--- src/rtl/sram_like_resp_pkg.sv ---
// Shared types for the SRAM-like responder: access-size encodings and the
// response entry carried from the latency pipe through the response FIFO.
package sram_like_resp_pkg;

  typedef enum logic [1:0] {
    SIZE_BYTE = 2'd0,
    SIZE_HALF = 2'd1,
    SIZE_WORD = 2'd2
  } size_e;

  // One response: write flag plus 32-bit data.
  localparam int unsigned ENTRY_W = 33;

  typedef struct packed {
    logic        wr;
    logic [31:0] data;
  } resp_entry_t;

  // Writes always answer with zero data so nothing stale reaches the initiator.
  function automatic resp_entry_t make_entry(input logic wr, input logic [31:0] rdata);
    resp_entry_t e;
    e.wr   = wr;
    e.data = wr ? '0 : rdata;
    return e;
  endfunction

endpackage

--- src/rtl/sram_like_resp_fifo.sv ---
// Response buffer: DEPTH x WIDTH synchronous FIFO with async reset.
// Empty/full come from the occupancy counter, pointers wrap naturally.
module sram_like_resp_fifo
  import sram_like_resp_pkg::*;
#(
  parameter int unsigned DEPTH = 2,
  parameter int unsigned WIDTH = ENTRY_W
) (
  input  logic                       clk,
  input  logic                       reset,
  input  logic                       push_i,
  input  logic [WIDTH-1:0]           push_data_i,
  input  logic                       pop_i,
  output logic [WIDTH-1:0]           head_o,
  output logic                       full_o,
  output logic                       empty_o,
  output logic [$clog2(DEPTH+1)-1:0] count_o
);

  localparam int unsigned PTR_W = (DEPTH > 1) ? $clog2(DEPTH) : 1;
  localparam int unsigned CNT_W = $clog2(DEPTH + 1);

  logic [WIDTH-1:0] mem_q [DEPTH];
  logic [PTR_W-1:0] wr_ptr_q, wr_ptr_d;
  logic [PTR_W-1:0] rd_ptr_q, rd_ptr_d;
  logic [CNT_W-1:0] cnt_q, cnt_d;
  logic             do_push, do_pop;

  assign empty_o = (cnt_q == '0);
  assign full_o  = (cnt_q == CNT_W'(DEPTH));
  assign count_o = cnt_q;
  assign head_o  = mem_q[rd_ptr_q];

  assign do_pop  = pop_i && !empty_o;
  assign do_push = push_i && !full_o;

  // Next-state pointers and occupancy.
  always_comb begin
    wr_ptr_d = wr_ptr_q;
    rd_ptr_d = rd_ptr_q;
    cnt_d    = cnt_q;
    if (do_push) wr_ptr_d = wr_ptr_q + PTR_W'(1);
    if (do_pop)  rd_ptr_d = rd_ptr_q + PTR_W'(1);
    if (do_push && !do_pop)      cnt_d = cnt_q + CNT_W'(1);
    else if (!do_push && do_pop) cnt_d = cnt_q - CNT_W'(1);
  end

  // Pointer and counter registers.
  always_ff @(posedge clk or posedge reset) begin
    if (reset) begin
      wr_ptr_q <= '0;
      rd_ptr_q <= '0;
      cnt_q    <= '0;
    end else begin
      wr_ptr_q <= wr_ptr_d;
      rd_ptr_q <= rd_ptr_d;
      cnt_q    <= cnt_d;
    end
  end

  // Entry storage; no reset needed since occupancy gates every read.
  always_ff @(posedge clk) begin
    if (do_push) mem_q[wr_ptr_q] <= push_data_i;
  end

  // Outstanding-request accounting upstream must keep the buffer from filling past DEPTH.
  assert property (@(posedge clk) disable iff (reset) !(push_i && full_o));

endmodule

--- src/rtl/sram_like_resp.sv ---
// SRAM-like responder: accepts up to DEPTH outstanding req/addr_ok requests,
// issues them to a fixed-latency synchronous RAM and returns data_ok responses
// strictly in acceptance order through a small response FIFO.
module sram_like_resp
  import sram_like_resp_pkg::*;
#(
  parameter int unsigned DEPTH   = 2,
  parameter int unsigned MEM_LAT = 1,
  parameter int unsigned RAM_AW  = 16
) (
  input  logic              clk,
  input  logic              reset,
  input  logic              req,
  input  logic              wr,
  input  logic [1:0]        size,
  input  logic [3:0]        wstrb,
  input  logic [31:0]       addr,
  input  logic [31:0]       wdata,
  output logic              addr_ok,
  output logic              data_ok,
  output logic [31:0]       rdata,
  input  logic              resp_stall,
  output logic              ram_en,
  output logic [3:0]        ram_we,
  output logic [RAM_AW-1:0] ram_addr,
  output logic [31:0]       ram_wdata,
  input  logic [31:0]       ram_rdata
);

  localparam int unsigned CNT_W = $clog2(DEPTH + 1);

  logic [CNT_W-1:0]   cnt_q, cnt_d;
  logic [MEM_LAT-1:0] pv_q, pv_d;
  logic [MEM_LAT-1:0] pwr_q, pwr_d;

  logic        hs;
  logic        tail_v;
  logic        bypass;
  logic        fifo_push, fifo_pop;
  logic        fifo_full, fifo_empty;
  logic [CNT_W-1:0] fifo_cnt;
  resp_entry_t tail_e, head_e;
  logic        unused_bits;

  // Access size and the address bits outside the word index are carried only.
  assign unused_bits = ^{size, addr};

  // Accept while fewer than DEPTH requests sit in the pipe plus the FIFO.
  assign addr_ok   = req && (cnt_q < CNT_W'(DEPTH));
  assign hs        = req && addr_ok;

  assign ram_en    = hs;
  assign ram_we    = (hs && wr) ? wstrb : '0;
  assign ram_addr  = addr[RAM_AW+1:2];
  assign ram_wdata = wdata;

  // The tail stage lines up with ram_rdata for its request.
  assign tail_v    = pv_q[MEM_LAT-1];
  assign tail_e    = make_entry(pwr_q[MEM_LAT-1], ram_rdata);

  // Bypass only when nothing older waits in the FIFO, preserving order.
  assign bypass    = tail_v && fifo_empty && !resp_stall;
  assign fifo_push = tail_v && !bypass;
  assign fifo_pop  = !fifo_empty && !resp_stall;
  assign data_ok   = bypass || fifo_pop;

  // Response data mux; zero whenever no response is presented.
  always_comb begin
    rdata = '0;
    if (fifo_pop)    rdata = head_e.data;
    else if (bypass) rdata = tail_e.data;
  end

  // Latency pipe shift (size cast drops the oldest stage) and outstanding count.
  always_comb begin
    pv_d  = MEM_LAT'({pv_q, hs});
    pwr_d = MEM_LAT'({pwr_q, hs && wr});
    cnt_d = cnt_q;
    if (hs && !data_ok)      cnt_d = cnt_q + CNT_W'(1);
    else if (!hs && data_ok) cnt_d = cnt_q - CNT_W'(1);
  end

  // Pipe and count registers; reset drops everything in flight.
  always_ff @(posedge clk or posedge reset) begin
    if (reset) begin
      pv_q  <= '0;
      pwr_q <= '0;
      cnt_q <= '0;
    end else begin
      pv_q  <= pv_d;
      pwr_q <= pwr_d;
      cnt_q <= cnt_d;
    end
  end

  sram_like_resp_fifo #(
    .DEPTH (DEPTH),
    .WIDTH (ENTRY_W)
  ) u_fifo (
    .clk         (clk),
    .reset       (reset),
    .push_i      (fifo_push),
    .push_data_i (tail_e),
    .pop_i       (fifo_pop),
    .head_o      (head_e),
    .full_o      (fifo_full),
    .empty_o     (fifo_empty),
    .count_o     (fifo_cnt)
  );

  assert property (@(posedge clk) disable iff (reset) cnt_q <= CNT_W'(DEPTH));
  assert property (@(posedge clk) disable iff (reset) fifo_cnt <= cnt_q);
  assert property (@(posedge clk) disable iff (reset) !(fifo_full && tail_v));

endmodule
--- config.mk ---
export PLATFORM = sky130hd
export DESIGN_NAME = sram_like_resp
export DESIGN_NICKNAME = d
export VERILOG_FILES = /design/src/rtl/sram_like_resp_pkg.sv /design/src/rtl/sram_like_resp_fifo.sv /design/src/rtl/sram_like_resp.sv
export SDC_FILE = /design/constraint.sdc
export NUM_CORES = 1
export LEC_CHECK = 0
export ABC_AREA = 1
export CAP_MARGIN = 30
export CORE_ASPECT_RATIO = 0.7
export CORE_MARGIN = 2
export CORE_UTILIZATION = 41
export CTS_BUF_LIST = sky130_fd_sc_hd__clkbuf_16
export DETAILED_ROUTE_END_ITERATION = 6
export PLACE_DENSITY = 0.79
export SLEW_MARGIN = 20
export SYNTH_ARGS = -nofsm -noshare
export SYNTH_HDL_FRONTEND = slang
export SYNTH_SLANG_ARGS = --single-unit
--- constraint.sdc ---
create_clock -name clk -period 2.8 [get_ports clk]
set_input_delay 0.56 -clock clk [delete_from_list [all_inputs] [get_ports clk]]
set_output_delay 0.56 -clock clk [all_outputs]
set_load 0.005 [all_outputs]
==> flow_summary.toml, run 1 <==
[cts]
ctsHoldBuffers = 0
clk_path_buf_depth = 2
root_buffer = "clkbuf_16"
clkSinkCount = 72
cts_tree = "done"
insertion_delay_ns = 0.33
cts_resized = 0
post_cts_buffers = 0
clk_pin_slew_ns = 0.05
cts-buffers-inserted = 9
ctsHtreeMaxLevel = 3

[setup_path]
path_buf_inv = 2
slowest_delay_ns = 0.52
path_cells = "nor2_4 > nand2_4 > buf_12 > o21ai_2 > clkdlybuf4s50_1"
worstSetupStartpointType = "register"
worst-r2r-cell-count = 9
cp_max_fo = 15
cp.depth = 5
crit_arrival_ns = 1.97
end_kind = "primary output"
path_class = "register to primary output"
slowest_stage = "clkdlybuf4s50_1"
worst_ep_required_time_ns = 2.24
crit_family = "buffers and inverters"

[power_and_ir_drop]
leakage_nw = 2.19
pwr-share-clk_pct = 25.2
powerDensity_nw_per_um2 = 893
internal-power_w = 0.00289
p_comb_share_pct = 39.2
p_seq_share_pct = 35.6
switchingPower_w = 0.00142
swShare_pct = 32.9
ir_drop_mv = 0.381
finalPower_w = 0.00431

[timing]
tightest_slew_ns = 0.368
hold_slack_ns = 0.488
final.setup.worst_slack_ns = 0.274
fin_crit_sh_pct = 90.2
fin_crit_ns = 2.53
skew_ns = 0.00705
setup_violations = 0
fmax_mhz = 396
finalSetupTns_ns = 0
slew_violations = 0
grt_setup_unrepaired = "false"
maxSlewHeadroom_pct = 75.4
hold_viol_final = 0

[cells_and_area]
instances_no_fill = 591
drive_above_1_share_pct = 13.9
n_antenna_cell = 0
area_growth_pct = 23.3
fin_nets = 571
final_cell_mix = "177 x nand2_1, 78 x clkdlybuf4s50_1, 64 x edfxtp_1"
final_common_cell = "nand2_1"

[floorplanning]
rows = 29
die_height_microns = 85.8
fp.coreArea_sq_um = 9180
die_w_microns = 121
design.die.area_sq_um = 10400
io_pins = 194
start_util_pct = 42.7

[logic_synthesis]
synth_area_per_cell_sq_um = 9.30
syn_area_sq_um = 3920
yosys.area.top_type = "edfxtp_1"
synthDistinctLibCells = 19
ys_seq_area_share_pct = 54.2
syn_nets = 530
synth_top_area_share_pct = 49.1
synthCells = 421
ys_ff_latch = 72
synthTopCellsByArea = "edfxtp_1 49%, nand2_1 17%, buf_4 9.8%, o21ai_2 6.7%, inv_1 5.2%"
yosys_warnings = 0

[grt]
gr-total-overflow = 0
grt_use_total_pct = 16.2
grt_start_max_net_pins = 34
grt_pass1_vias = 2794
antenna_found_initial = 0
grt_pass1_wl_mm = 12.9

[min_path]
min_path_type = "input pin to async pin"

[routing]
drt_first_pass_iters = 4
vias = 2700
drtIter0Drc = 125
drc = 0
ant_nets = 0
wl_per_cell_microns = 13.6
wl_mm = 8.02
vias_per_cell = 4.57

[placed_design]
pre_cts_ws_ns = 0.0312
place_hpwl_mm = 5.64
io_buffers = 79
dpl.cell_count = 575
gp_congestion = 0.755

[status]
status = "finished, final reports clean"

[run]
drv_cap = 0
[registers in the layout, summed over array words and instances (netlist names)]
| signal | count |
|---|---|
| u_fifo.mem_q | 64 |
| cnt_q | 2 |
| u_fifo.count_o | 2 |
| pv_q | 1 |
| pwr_q | 1 |
| u_fifo.rd_ptr_q | 1 |
| u_fifo.wr_ptr_q | 1 |
[final cells by class]
class / instances / area [sq um]
clock inverter: 7 / 65.1
timing repair buffer: 94 / 956
multi-input combinational: 230 / 1100
sequential: 72 / 2120
fill: 818 / 4350
inverter: 55 / 206
tap: 124 / 155
clock buffer: 9 / 225
[metrics by stage]
step	area, sq um	util [%]
5_1_grt	4830	52.6
3_3_place_gp	4540	49.4
4_1_cts	4830	52.6
3_5_place_dp	4540	49.4
6_report	4830	52.6
2_1_floorplan	3920	-
[cell usage after synthesis]
| cell type | number |
|---|---|
| buf_2 | 7 |
| buf_4 | 51 |
| buf_6 | 3 |
| buf_8 | 3 |
| dfrtp_1 | 8 |
| edfxtp_1 | 64 |
| ha_1 | 2 |
| inv_1 | 54 |
| inv_2 | 1 |
| nand2_1 | 177 |
| nand2_4 | 1 |
| nand3_1 | 3 |
| nand4_1 | 2 |
| nor2_1 | 8 |
| nor2_4 | 2 |
| nor2_8 | 1 |
| o21ai_0 | 2 |
| o21ai_2 | 30 |
| xnor2_1 | 2 |
[power by group through the flow]
| stage | Sequential [W] | Combinational, W | Clock [W] |
|---|---|---|---|
| floorplan | 0.00153 | 0.00107 | 0 |
| CTS | 0.00153 | 0.00172 | 0.00111 |
| detailed placement | 0.00156 | 0.00171 | 0 |
| global placement | 0.00154 | 0.00166 | 0 |
| global route | 0.00155 | 0.00189 | 0.00114 |
| finish | 0.00153 | 0.00169 | 0.00109 |
[final timing paths]
kind                       slack (ns)                          start                             to
min                              0.49                          reset  u_fifo.count_o[1]$_DFFE_PP0P_
min reg2reg                      0.50           cnt_q[0]$_DFFE_PP0P_           cnt_q[0]$_DFFE_PP0P_
max in group asynchronous        2.08                          reset                 pv_q$_DFF_PP0_
max                              0.27  u_fifo.count_o[0]$_DFFE_PP0P_                      rdata[19]
max reg2reg                      1.13  u_fifo.count_o[0]$_DFFE_PP0P_           cnt_q[1]$_DFFE_PP0P_
min in group clk                 0.50           cnt_q[0]$_DFFE_PP0P_           cnt_q[0]$_DFFE_PP0P_
[layer usage]
metal,GRT usage [%],up-vias,part of all wire [%]
li1,-,1353,-
met1,19.1,1213,43
met2,26.7,101,48
met3,5.32,33,5.9
met4,8.03,0,3.0
met5,0,-,0
[cell families after synthesis]
group	after synthesis	synth area share, %
compound gates	32	6.96
xor+xnor	2	0.447
simple gates	194	19.8
buf+inv	119	18.0
fa+ha+maj	2	0.639
flops	72	54.2
No activity file was read; power rests on OpenSTA's default activity.
==> run 2: changes to the inputs <==
- RECOVER_POWER: not set -> 100
==> run 2 against run 1 <==
  * Via count up 0.96%
  * Sequential share of layout area up 0.23 points
  * Die area unchanged
  * Critical path depth up 2
  * Largest cell class unchanged
  * Critical path type is now input pin to primary output
  * Hold slack better by 0.012 ns
  * Non-clock buffer count unchanged
  * Sequential power about the same
  * Total power down 1.6%
  * Critical endpoint is now rdata[12]
==> flow_summary.toml, run 2 (synthesis gave the netlist of run 1 again) <==
[timing]
setup_violations = 0
skew_ns = 0.00712
fin_crit_ns = 2.68
fin_crit_sh_pct = 95.7
hold_viol_final = 0
finalSetupTns_ns = 0
grt_setup_unrepaired = "false"
tightest_slew_ns = 1.16
fmax_mhz = 373
slew_violations = 0
maxSlewHeadroom_pct = 22.5

[routing]
vias_per_cell = 4.61
drtIter0Drc = 122
wl_per_cell_microns = 13.6
wl_mm = 8.03
vias = 2726
drt_first_pass_iters = 4
drc = 0
ant_nets = 0

[cts]
insertion_delay_ns = 0.33
post_cts_buffers = 0
cts-buffers-inserted = 9
cts_tree = "done"
clkSinkCount = 72
ctsHtreeMaxLevel = 3
root_buffer = "clkbuf_16"
clk_pin_slew_ns = 0.05
clk_path_buf_depth = 2

[placed_design]
dpl.cell_count = 575
io_buffers = 79
gp_congestion = 0.755
place_hpwl_mm = 5.64

[cells_and_area]
fin_nets = 571
final_cell_mix = "177 x nand2_1, 64 x edfxtp_1, 56 x inv_1"
area_growth_pct = 22.7
n_antenna_cell = 0
final_common_cell = "nand2_1"
regMostFlops = "u_fifo.mem_q"
drive_above_1_share_pct = 12.6
instances_no_fill = 591
fillers = 823
largest_reg_flops = 64

[floorplanning]
fp.coreArea_sq_um = 9180
rows = 29
die_w_microns = 121
io_pins = 194
start_util_pct = 42.7
design.die.area_sq_um = 10400
die_height_microns = 85.8

[grt]
grt_pass1_wl_mm = 12.9
antenna_found_initial = 0
grt_use_total_pct = 16.2
grt_start_max_net_pins = 34
gr-total-overflow = 0
grt_pass1_vias = 2794

[min_path]
min_path_type = "register to register"
min_to = "cnt_q[0]$_DFFE_PP0P_"
hold_path_startpoint = "cnt_q[0]$_DFFE_PP0P_"
hold_depth = 1

[setup_path]
cp_max_fo = 22
slowest_delay_ns = 0.59
r2r-end = "u_fifo.mem_q[1][27]$_DFFE_PP_"
path_class = "input pin to primary output"
worst-r2r-cell-count = 6
end_kind = "primary output"
crit_arrival_ns = 2.12
slowest_stage = "dlygate4sd3_1"
timing.rr.start = "u_fifo.count_o[1]$_DFFE_PP0P_"
worst_ep_required_time_ns = 2.24
worstSetupStartpointType = "input pin"
path_cells = "clkdlybuf4s25_1 > clkbuf_1 > nor2_8 > buf_12 > nand2_1 > o21ai_2 > dlygate4sd3_1"
rrSetupSlack_ns = 0.71

[status]
status = "finished, final reports clean"

[run]
drv_cap = 0

[power_and_ir_drop]
ir_drop_mv = 0.371
leakage_nw = 2.24
powerDensity_nw_per_um2 = 883
==> run 2: cell types whose count changed in the layout (fill, tap and decap cells not counted), sizes merged <==
cell	previous run	this run
dlymetal6s2s	1	0
clkdlybuf4s25	0	1
buf	15	8
clkdlybuf4s50	78	43
clkbuf	9	16
dlygate4sd3	0	35
==> run 2: worst max-delay path: cells and delay by family <==
| family | cells | cell delay [ns] |
|---|---|---|
| buf+inv | 4 | 1.24 |
| compound gates | 1 | 0.07 |
| simple gates | 2 | 0.24 |
==> run 2: worst max path at each step <==
stage,end,slack (ns),start,cells past startpoint
6_report,rdata[12],0.12,resp_stall,7
5_1_grt,rdata[12],0.06,resp_stall,7
4_1_cts,rdata[12],0.01,resp_stall,7
3_5_place_dp,rdata[12],0.03,resp_stall,7
3_3_place_gp,rdata[14],0.06,resp_stall,7
2_1_floorplan,u_fifo.mem_q[1][0]$_DFFE_PP_,0.28,resp_stall,4
==> run 2: report_power, final <==
| part | internal, W | switching (W) |
|---|---|---|
| combinational | 0.000696 | 0.000922 |
| sequential | 0.00145 | 0.0000888 |
| clock | 0.000680 | 0.000406 |
==> run 2: timing repair <==
item                                    in CTS  in global routing
hold buffers                                 0                  0
endpoints found under the setup margin       0                 19
resized for setup                            0                  2
==> run 2: layout make-up <==
class,count,area (sq um),share of cell area [%]
inverters,55,206,4.30
clock buffers,9,225,4.69
repair buffers,94,931,19.4
flip-flops and latches,72,2120,44.2
multi-input cells,230,1100,22.9
clock inverters,7,65.1,1.35
well taps,124,155,3.23
==> run 2: metal layers <==
metal	vias to the layer above	part of all wire (%)	routed length (microns)	global-route usage (%)
met4	0	3.1	248	8.03
met5	-	0	0	0
li1	1355	-	-	-
met3	35	6.4	510	5.32
met1	1228	43	3470	19.1
met2	108	47	3800	26.7
==> run 2: metrics by stage <==
step	hold WS [ns]	area, sq um	utilization, %	total power [W]	setup WS, ns
floorplan	0.376	3920	-	0.00260	0.281
global route	0.534	4800	52.3	0.00452	0.0614
global placement	0.455	4540	49.4	0.00320	0.0574
finish	0.500	4800	52.3	0.00424	0.122
detailed placement	0.493	4540	49.4	0.00326	0.0312
CTS	0.494	4830	52.6	0.00436	0.0136
==> run 3: changes to the inputs <==
- CORE_MARGIN: 2 -> not set
- PLACE_DENSITY: 0.79 -> not set
- PLACE_DENSITY_LB_ADDON: not set -> 0.25
==> run 3 against run 2 <==
  * Sequential power about the same
  * Cell count unchanged
  * Flip-flop and latch count unchanged
  * Routed wire length decreased by 2.0%
  * Critical path depth unchanged
  * Critical path type unchanged
  * Critical endpoint is now rdata[22]
==> flow_summary.toml, run 3 (synthesis gave the netlist of run 1 again) <==
[status]
status = "finished, final reports clean"

[setup_path]
end_kind = "primary output"
path_class = "input pin to primary output"
cp_max_fo = 5
worstSetupStartpointType = "input pin"
worst_ep_required_time_ns = 2.24
crit_arrival_ns = 2.11

[floorplanning]
fp.coreArea_sq_um = 9180
io_pins = 194
design.die.area_sq_um = 9950
die_w_microns = 119
start_util_pct = 42.7
rows = 29
die_height_microns = 83.8

[timing]
skew_ns = 0.00367
fin_crit_ns = 2.67
slew_violations = 0
grt_setup_unrepaired = "false"
tightest_slew_ns = 1.17
maxSlewHeadroom_pct = 22.0
setup_violations = 0
fin_crit_sh_pct = 95.4
hold_viol_final = 0
finalSetupTns_ns = 0
fmax_mhz = 375
hold_slack_ns = 0.472

[grt]
grt_pass1_wl_mm = 12.9
antenna_found_initial = 0
grt_start_max_net_pins = 34
grt_pass1_vias = 2728
grt_use_total_pct = 17.0
gr-total-overflow = 0

[routing]
ant_nets = 0
drc = 0
vias = 2655
drtIter0Drc = 102
wl_per_cell_microns = 13.3
vias_per_cell = 4.49
drt_first_pass_iters = 4
wl_mm = 7.87

[cts]
clk_pin_slew_ns = 0.05
ctsHoldBuffers = 0
cts_tree = "done"
ctsHtreeMaxLevel = 3
clk_path_buf_depth = 2
cts-buffers-inserted = 9
cts_resized = 0
post_cts_buffers = 0
insertion_delay_ns = 0.34
clkSinkCount = 72
root_buffer = "clkbuf_16"

[min_path]
min_path_type = "register to register"

[placed_design]
io_buffers = 79
place_area_sq_um = 4500
gp_congestion = 0.729
place_hpwl_mm = 5.09

[cells_and_area]
regMostFlops = "u_fifo.mem_q"
design_area_sq_um = 4800
final_common_cell = "nand2_1"
final_cell_mix = "177 x nand2_1, 64 x edfxtp_1, 55 x inv_1"
largest_reg_flops = 64
fin_nets = 571
drive_above_1_share_pct = 10.3
n_antenna_cell = 0
area_growth_pct = 22.7

[run]
drv_cap = 0

[power_and_ir_drop]
leakage_nw = 2.20
ir_drop_mv = 0.368
powerDensity_nw_per_um2 = 919
## run 3: cell count changes in the layout (fill, tap and decap cells not counted), moves of 3 or more
cell / delta
clkdlybuf4s25_1: +3
dlygate4sd3_1: -7
clkdlybuf4s50_1: +4
clkinvlp_4: -3
o21ai_0: +8
o21ai_2: -10
## run 3: routing by layer
metal | global-route usage [%] | up-vias | part of all wire (%)
li1 | - | 1362 | -
met1 | 20.1 | 1177 | 46
met2 | 28.0 | 84 | 46
met3 | 5.67 | 32 | 5.5
met4 | 8.29 | 0 | 2.5
met5 | 0 | - | 0
## run 3: cell type report
class | count | area, sq um
Tap cell | 124 | 155
Clock buffer | 9 | 225
Fill cell | 864 | 4380
Timing Repair Buffer | 94 | 923
Clock inverter | 7 | 111
Multi-Input combinational cell | 230 | 1060
Inverter | 55 | 206
Sequential cell | 72 | 2120
## run 3: metrics by stage
stage	total power [W]	cells	worst slack (ns)	util [%]
6_report	0.00442	591	0.130	52.3
5_1_grt	0.00471	591	0.00616	52.3
4_1_cts	0.00452	590	0.0120	52.7
3_5_place_dp	0.00322	574	0.0222	49.1
3_3_place_gp	0.00319	574	0.0261	49.1
2_1_floorplan	0.00260	421	0.281	-
## run 3: critical path, cell delays in order
cell and delay, ns:
clkdlybuf4s25_1 0.28, clkbuf_1 0.19, nor2_8 0.18, clkbuf_1 0.22, nand2_1 0.10, o21ai_2 0.07
clkdlybuf4s50_1 0.51
## run 3: worst paths after layout
kind | start | to | slack (ns) | depth (start not counted)
setup / recovery | resp_stall | rdata[22] | 0.13 | 7
setup reg to reg | u_fifo.count_o[1]$_DFFE_PP0P_ | u_fifo.mem_q[1][7]$_DFFE_PP_ | 0.68 | 6
max in group asynchronous | reset | u_fifo.rd_ptr_q$_DFFE_PP0P_ | 1.94 | 2
hold / removal | u_fifo.wr_ptr_q$_DFFE_PP0P_ | u_fifo.wr_ptr_q$_DFFE_PP0P_ | 0.47 | 2
min in group asynchronous | reset | cnt_q[0]$_DFFE_PP0P_ | 0.62 | 2
hold reg to reg | u_fifo.wr_ptr_q$_DFFE_PP0P_ | u_fifo.wr_ptr_q$_DFFE_PP0P_ | 0.47 | 2
## run 3: power by group
part           internal, W  switching, W  total [W]  leakage (nW)
Combinational     0.000692      0.000910    0.00160          1.35
Sequential         0.00145     0.0000824    0.00153         0.687
Clock             0.000863      0.000419    0.00128         0.168
Total              0.00301       0.00141    0.00442          2.20
